===== src/rtl/tictactoe_pkg.sv =====
// -----------------------------------------------------------------------------
// tictactoe_pkg
// Shared definitions for the tic-tac-toe datapath:
//   - cell codes (EMPTY / PLAYER / COMPUTER)
//   - result codes reported on `who` (NONE / P_WIN / C_WIN / DRAW)
//   - game controller FSM state enum
//   - the 8 winning lines as zero-based cell index triples
//     (cell index 0 is pos1, index 8 is pos9)
// -----------------------------------------------------------------------------
package tictactoe_pkg;

  // Cell contents
  localparam logic [1:0] EMPTY    = 2'b00;
  localparam logic [1:0] PLAYER   = 2'b01;
  localparam logic [1:0] COMPUTER = 2'b10;

  // Game result codes
  localparam logic [1:0] NONE  = 2'b00;
  localparam logic [1:0] P_WIN = 2'b01;
  localparam logic [1:0] C_WIN = 2'b10;
  localparam logic [1:0] DRAW  = 2'b11;

  typedef enum logic [2:0] {
    IDLE,
    P_TURN,
    P_CHECK,
    C_TURN,
    C_CHECK,
    DONE
  } state_t;

  localparam int NUM_CELLS = 9;
  localparam int NUM_LINES = 8;

  // Rows, columns, then the two diagonals.
  localparam logic [3:0] WIN_LINES [NUM_LINES][3] = '{
    '{4'd0, 4'd1, 4'd2},
    '{4'd3, 4'd4, 4'd5},
    '{4'd6, 4'd7, 4'd8},
    '{4'd0, 4'd3, 4'd6},
    '{4'd1, 4'd4, 4'd7},
    '{4'd2, 4'd5, 4'd8},
    '{4'd0, 4'd4, 4'd8},
    '{4'd2, 4'd4, 4'd6}
  };

endpackage


===== src/rtl/nospace_detector.sv =====
// -----------------------------------------------------------------------------
// nospace_detector
// Combinational board-full detector.
// Ports:
//   pos1..pos9  in  2 each  cell contents
//   no_space    out 1       high when every cell is non-empty
// -----------------------------------------------------------------------------
module nospace_detector (
  input  logic [1:0] pos1,
  input  logic [1:0] pos2,
  input  logic [1:0] pos3,
  input  logic [1:0] pos4,
  input  logic [1:0] pos5,
  input  logic [1:0] pos6,
  input  logic [1:0] pos7,
  input  logic [1:0] pos8,
  input  logic [1:0] pos9,
  output logic       no_space
);

  assign no_space = (|pos1) && (|pos2) && (|pos3) &&
                    (|pos4) && (|pos5) && (|pos6) &&
                    (|pos7) && (|pos8) && (|pos9);

endmodule


===== src/rtl/tictactoe_line_check.sv =====
// -----------------------------------------------------------------------------
// tictactoe_line_check
// Combinational win detector: flags when any of the 8 lines is entirely
// owned by `mark`.
// Ports:
//   cells     in  9x2  board, cells[0] = pos1 ... cells[8] = pos9
//   mark      in  2    cell code to test (PLAYER or COMPUTER)
//   line_hit  out 1    high if some line is fully `mark`
// -----------------------------------------------------------------------------
module tictactoe_line_check
  import tictactoe_pkg::*;
(
  input  logic [NUM_CELLS-1:0][1:0] cells,
  input  logic [1:0]                mark,
  output logic                      line_hit
);

  logic [NUM_LINES-1:0] hits;

  for (genvar gi = 0; gi < NUM_LINES; gi++) begin : g_line
    assign hits[gi] = (cells[WIN_LINES[gi][0]] == mark) &&
                      (cells[WIN_LINES[gi][1]] == mark) &&
                      (cells[WIN_LINES[gi][2]] == mark);
  end

  assign line_hit = |hits;

endmodule


===== src/rtl/tictactoe_game_ctrl.sv =====
// -----------------------------------------------------------------------------
// tictactoe_game_ctrl
// Turn sequencer and board owner. Holds the nine cell registers, grants
// alternate write access to the player and computer, rejects illegal moves
// and evaluates win/draw one cycle after every accepted move.
// Parameters:
//   FIRST_MOVE   0 = player moves first after start, 1 = computer
// Ports:
//   clock         in  1   system clock
//   reset_n       in  1   asynchronous active-low reset
//   start         in  1   clear board and begin a game (outranks strobes)
//   play          in  1   player move strobe
//   player_pos    in  4   player target cell 1..9
//   pc            in  1   computer move strobe
//   pc_pos        in  4   computer target cell 1..9
//   pos1..pos9    out 2   cell contents (00 empty, 01 player, 10 computer)
//   turn          out 2   side to move (00 none, 01 player, 10 computer)
//   illegal_move  out 1   registered pulse after a rejected strobe
//   who           out 2   result (00 none, 01 player, 10 computer, 11 draw)
//   game_over     out 1   high while the game is finished
// -----------------------------------------------------------------------------
module tictactoe_game_ctrl
  import tictactoe_pkg::*;
#(
  parameter bit FIRST_MOVE = 1'b0
) (
  input  logic       clock,
  input  logic       reset_n,
  input  logic       start,
  input  logic       play,
  input  logic [3:0] player_pos,
  input  logic       pc,
  input  logic [3:0] pc_pos,
  output logic [1:0] pos1,
  output logic [1:0] pos2,
  output logic [1:0] pos3,
  output logic [1:0] pos4,
  output logic [1:0] pos5,
  output logic [1:0] pos6,
  output logic [1:0] pos7,
  output logic [1:0] pos8,
  output logic [1:0] pos9,
  output logic [1:0] turn,
  output logic       illegal_move,
  output logic [1:0] who,
  output logic       game_over
);

  localparam state_t FIRST_STATE = FIRST_MOVE ? C_TURN : P_TURN;

  state_t                    state_reg;
  logic [NUM_CELLS-1:0][1:0] board_reg;
  logic [1:0]                who_reg;
  logic                      illegal_reg;

  // Only the side whose turn it is has its strobe looked at; the other
  // side's strobe never reaches the legality logic.
  logic       player_side;
  logic       move_strobe;
  logic [3:0] move_pos;
  logic [1:0] move_mark;
  logic       move_in_range;
  logic       move_occupied;
  logic       move_legal;

  assign player_side   = (state_reg == P_TURN);
  assign move_strobe   = player_side ? play       : pc;
  assign move_pos      = player_side ? player_pos : pc_pos;
  assign move_mark     = player_side ? PLAYER     : COMPUTER;
  assign move_in_range = (move_pos >= 4'd1) && (move_pos <= 4'd9);

  always_comb begin
    move_occupied = 1'b0;
    for (int i = 0; i < NUM_CELLS; i++) begin
      if (move_pos == 4'(i + 1)) begin
        move_occupied = (board_reg[i] != EMPTY);
      end
    end
  end

  assign move_legal = move_in_range && !move_occupied;

  // Win/draw evaluation on the registered board. Only the side that just
  // moved can have completed a line, so a single detector suffices.
  logic [1:0] check_mark;
  logic       line_hit;
  logic       no_space;

  assign check_mark = (state_reg == C_CHECK) ? COMPUTER : PLAYER;

  tictactoe_line_check u_line_check (
    .cells    (board_reg),
    .mark     (check_mark),
    .line_hit (line_hit)
  );

  nospace_detector u_nospace (
    .pos1     (board_reg[0]),
    .pos2     (board_reg[1]),
    .pos3     (board_reg[2]),
    .pos4     (board_reg[3]),
    .pos5     (board_reg[4]),
    .pos6     (board_reg[5]),
    .pos7     (board_reg[6]),
    .pos8     (board_reg[7]),
    .pos9     (board_reg[8]),
    .no_space (no_space)
  );

  always_ff @(posedge clock or negedge reset_n) begin
    if (!reset_n) begin
      state_reg   <= IDLE;
      board_reg   <= '0;
      who_reg     <= NONE;
      illegal_reg <= 1'b0;
    end else begin
      illegal_reg <= 1'b0;
      if (start) begin
        board_reg <= '0;
        who_reg   <= NONE;
        state_reg <= FIRST_STATE;
      end else begin
        case (state_reg)
          P_TURN, C_TURN: begin
            if (move_strobe) begin
              if (move_legal) begin
                for (int i = 0; i < NUM_CELLS; i++) begin
                  if (move_pos == 4'(i + 1)) begin
                    board_reg[i] <= move_mark;
                  end
                end
                state_reg <= player_side ? P_CHECK : C_CHECK;
              end else begin
                illegal_reg <= 1'b1;
              end
            end
          end
          P_CHECK, C_CHECK: begin
            if (line_hit) begin
              who_reg   <= (state_reg == P_CHECK) ? P_WIN : C_WIN;
              state_reg <= DONE;
            end else if (no_space) begin
              who_reg   <= DRAW;
              state_reg <= DONE;
            end else begin
              state_reg <= (state_reg == P_CHECK) ? C_TURN : P_TURN;
            end
          end
          IDLE, DONE: begin
            // Wait for start; strobes have no effect.
          end
          default: state_reg <= IDLE;
        endcase
      end
    end
  end

  always_comb begin
    turn = 2'b00;
    if (state_reg == P_TURN) turn = 2'b01;
    if (state_reg == C_TURN) turn = 2'b10;
  end

  assign game_over    = (state_reg == DONE);
  assign who          = who_reg;
  assign illegal_move = illegal_reg;

  assign pos1 = board_reg[0];
  assign pos2 = board_reg[1];
  assign pos3 = board_reg[2];
  assign pos4 = board_reg[3];
  assign pos5 = board_reg[4];
  assign pos6 = board_reg[5];
  assign pos7 = board_reg[6];
  assign pos8 = board_reg[7];
  assign pos9 = board_reg[8];

endmodule

===== config.mk =====
export PLATFORM = sky130hd
export DESIGN_NAME = tictactoe_game_ctrl
export DESIGN_NICKNAME = d
export VERILOG_FILES = /design/src/rtl/tictactoe_pkg.sv /design/src/rtl/nospace_detector.sv /design/src/rtl/tictactoe_line_check.sv /design/src/rtl/tictactoe_game_ctrl.sv
export SDC_FILE = /design/constraint.sdc
export NUM_CORES = 1
export LEC_CHECK = 0
export CORE_UTILIZATION = 55
export CTS_CLUSTER_SIZE = 40
export DETAILED_ROUTE_END_ITERATION = 7
export PLACE_DENSITY_LB_ADDON = 0.3
export SYNTH_ARGS = -nofsm -noshare
export SYNTH_HDL_FRONTEND = slang
export SYNTH_SLANG_ARGS = --single-unit

===== constraint.sdc =====
create_clock -name clock -period 5.5 [get_ports clock]
set_clock_uncertainty 0.2 [all_clocks]
set_input_delay 0.825 -clock clock [delete_from_list [all_inputs] [get_ports clock]]
set_output_delay 0.825 -clock clock [all_outputs]
set_load 0.02 [all_outputs]

==> flow_summary.ini <==
[finish]
finalNetCount = 253
final_layout_size_suffix_gt1_share_pct = 7.95
largest_reg_flops = 3
seq_area_sq_um = 601
layout_common_cells = clkdlybuf4s50_1, nor2_1, dfrtp_1, nor3_1, nand2b_1
multi_input_area_sq_um = 1050
layout_commonest_cell = clkdlybuf4s50_1
diodes = 0
area_delta_synth_final_pct = 22.6
final_cells = 283
fill_cells = 239

[power]
vdd_drop_max_mv = 0.245
pwr_density_cell_nw_per_um2 = 345
finalPower_w = 0.000742
p_leak_nw = 0.848

[synthesis]
syn_area_per_cell_sq_um = 8.32
ys_warn_count = 0
syn_area_sq_um = 1760
yosysSeqAreaShare_pct = 34.2
synth_enable_flop_cells = 0
synthCells = 211
ys_ff_latch = 24
synth_fp_nets = 224
ys.flop_type = dfrtp_1
async_reset_ff_share_pct = 100
yosys.cell_types.count = 51

[die]
start_util_pct = 58.0
core_area_sq_um = 3030
dieWidth_um = 58.5
die-area_sq_um = 3420
die-height_um = 58.5
rows = 20
io_pins = 37

[detailed_routing]
first_iter_violations = 111
finalWirelength_mm = 4.45
ant_nets = 0
firstDrtPassIters = 4
route.detailed.drc = 0
vias = 1756
wl_per_cell_um = 15.7
via_per_inst = 6.20

[grt]
overflow = 0
grt_pass1_wl_mm = 7.31
grt_pass1_vias = 1563
use_met1_pct = 39.1
gr-usage-met2_pct = 45.8
grt_util_met3_pct = 3.08
grt_max_degree = 25
busiest_layer = met2
grt_usage_pct = 28.0
antenna_found_initial = 0

[placement]
hpwl_mm = 3.25
dp_cells = 279
place.gp.congestion = 0.878
portBuffers = 36

[outcome]
status = completed

[clock_tree]
cts_buffers = 3
cts.sinks = 24
post-cts-setup-buffers = 0
clk_pin_slew_worst_paths_ns = 0.15
cts_resized = 0
postCtsHoldBufs = 0
ctsRootBufferMaster = clkbuf_4
tritoncts = done
clockBufferDepth = 2
h-tree-depth = 1
clk_latency_ns = 0.34

[timing]
relSlewSlack_pct = 27.8
post-route-min-period_ns = 3.49
report.final.slew_viol_count = 0
rsz0062_at_grt = false
fin_crit_sh_pct = 63.5
fin_setup_tns_ns = 0
max_freq_ghz = 0.286
hold_viol = 0
setup_viol_count_final = 0
worst_slew_pin_slew_ns = 1.08

[worst_setup_path]
critPathLaunchType = flip-flop
ff2ff_setup_slack_ns = 2.36
regToRegStartpoint = state_reg[0]
crit_path_end_kind = output pin
crit_start = state_reg[0]
required_ns = 4.47
crit_fanout = 14
timing.rr.end = state_reg[1]
critPathKind = reg -> out
crit_end = turn[0]
worstPathArrival_ns = 2.47
r2r_cells = 8

[flow_run]
drv_cap = 0

[hold_path]
hold_class = reg -> reg
synth_stat cells (2+ instances only):
| cell type | n | share of area [%] |
|---|---|---|
| a21oi_1 | 7 | 2.0 |
| nand3_1 | 3 | 0.86 |
| nand2b_1 | 12 | 4.3 |
| and3_2 | 2 | 0.86 |
| dfrtp_1 | 24 | 34 |
| nor3_1 | 14 | 4.0 |
| buf_6 | 3 | 1.9 |
| a221oi_1 | 2 | 1.0 |
| nor2_1 | 35 | 7.5 |
| inv_1 | 8 | 1.7 |
| nand2_1 | 8 | 1.7 |
| o21ai_0 | 6 | 1.7 |
| and3_1 | 2 | 0.71 |
| buf_4 | 2 | 0.86 |
| nor4_1 | 3 | 1.1 |
| o22ai_1 | 5 | 1.8 |
| clkbuf_1 | 7 | 1.5 |
| nand3b_1 | 5 | 2.1 |
| mux2i_1 | 6 | 3.4 |
| a41oi_1 | 6 | 3.0 |
| nor2b_1 | 8 | 2.9 |
| a31oi_1 | 10 | 3.6 |
| o2111ai_1 | 2 | 1.0 |
| nor3b_1 | 3 | 1.3 |
| a2111oi_0 | 2 | 1.0 |
logic make-up (layout without fill, tap and decap cells):
kind of cell,after synthesis,in the layout,share of synthesized area [%]
buf+inv,21,49,6.20
flops,24,24,34.2
mux,7,7,4.28
simple gates,102,102,30.6
compound gates,57,57,24.7
routing by layer:
layer  up-vias  share of wire [%]
li1        841                  -
met1       837                 44
met2        70                 48
met3         8                6.0
met4         0                1.5
met5         -                  0
worst max-delay path, cell delays in order, from the launching register on:
cell and delay (ns):
dfrtp_1 0.54, or3b_4 0.51, inv_1 0.39, clkdlybuf4s50_1 0.69
how the worst min path moves through the flow:
stage               slack [ns]  depth (start not counted)           end    start
finish                    0.34                          2        who[1]   who[1]
global route              0.36                          2        who[1]   who[1]
CTS                       0.35                          2        who[1]   who[1]
detailed placement        0.33                          2        who[1]   who[1]
global placement          0.32                          2        who[1]   who[1]
floorplan                 0.33                          0  illegal_move  reset_n
through the flow:
| step | util [%] | area, sq um | hold WS (ns) | worst slack, ns |
|---|---|---|---|---|
| 3_3_place_gp | 69.3 | 2100 | 0.324 | 2.13 |
| 2_1_floorplan | - | 1760 | 0.329 | 2.67 |
| 3_5_place_dp | 69.3 | 2100 | 0.326 | 2.08 |
| 5_1_grt | 71.1 | 2150 | 0.361 | 1.93 |
| 6_report | 71.1 | 2150 | 0.345 | 2.01 |
| 4_1_cts | 71.1 | 2150 | 0.347 | 2.04 |
cell type report:
class	count	share of cell area, %
inverters	8	1.40
well taps	44	2.56
flip-flops and latches	24	27.9
repair buffers	37	17.1
multi-input cells	166	48.6
clock buffers	3	1.05
clock inverters	1	1.40
power breakdown:
part           leakage, nW  switching, W  internal (W)
Clock               0.0279     0.0000619     0.0000738
Combinational        0.490      0.000234      0.000151
Sequential           0.330     0.0000286      0.000192
Total                0.848      0.000325      0.000417
Note: power is estimated with default switching activity, not from simulation.
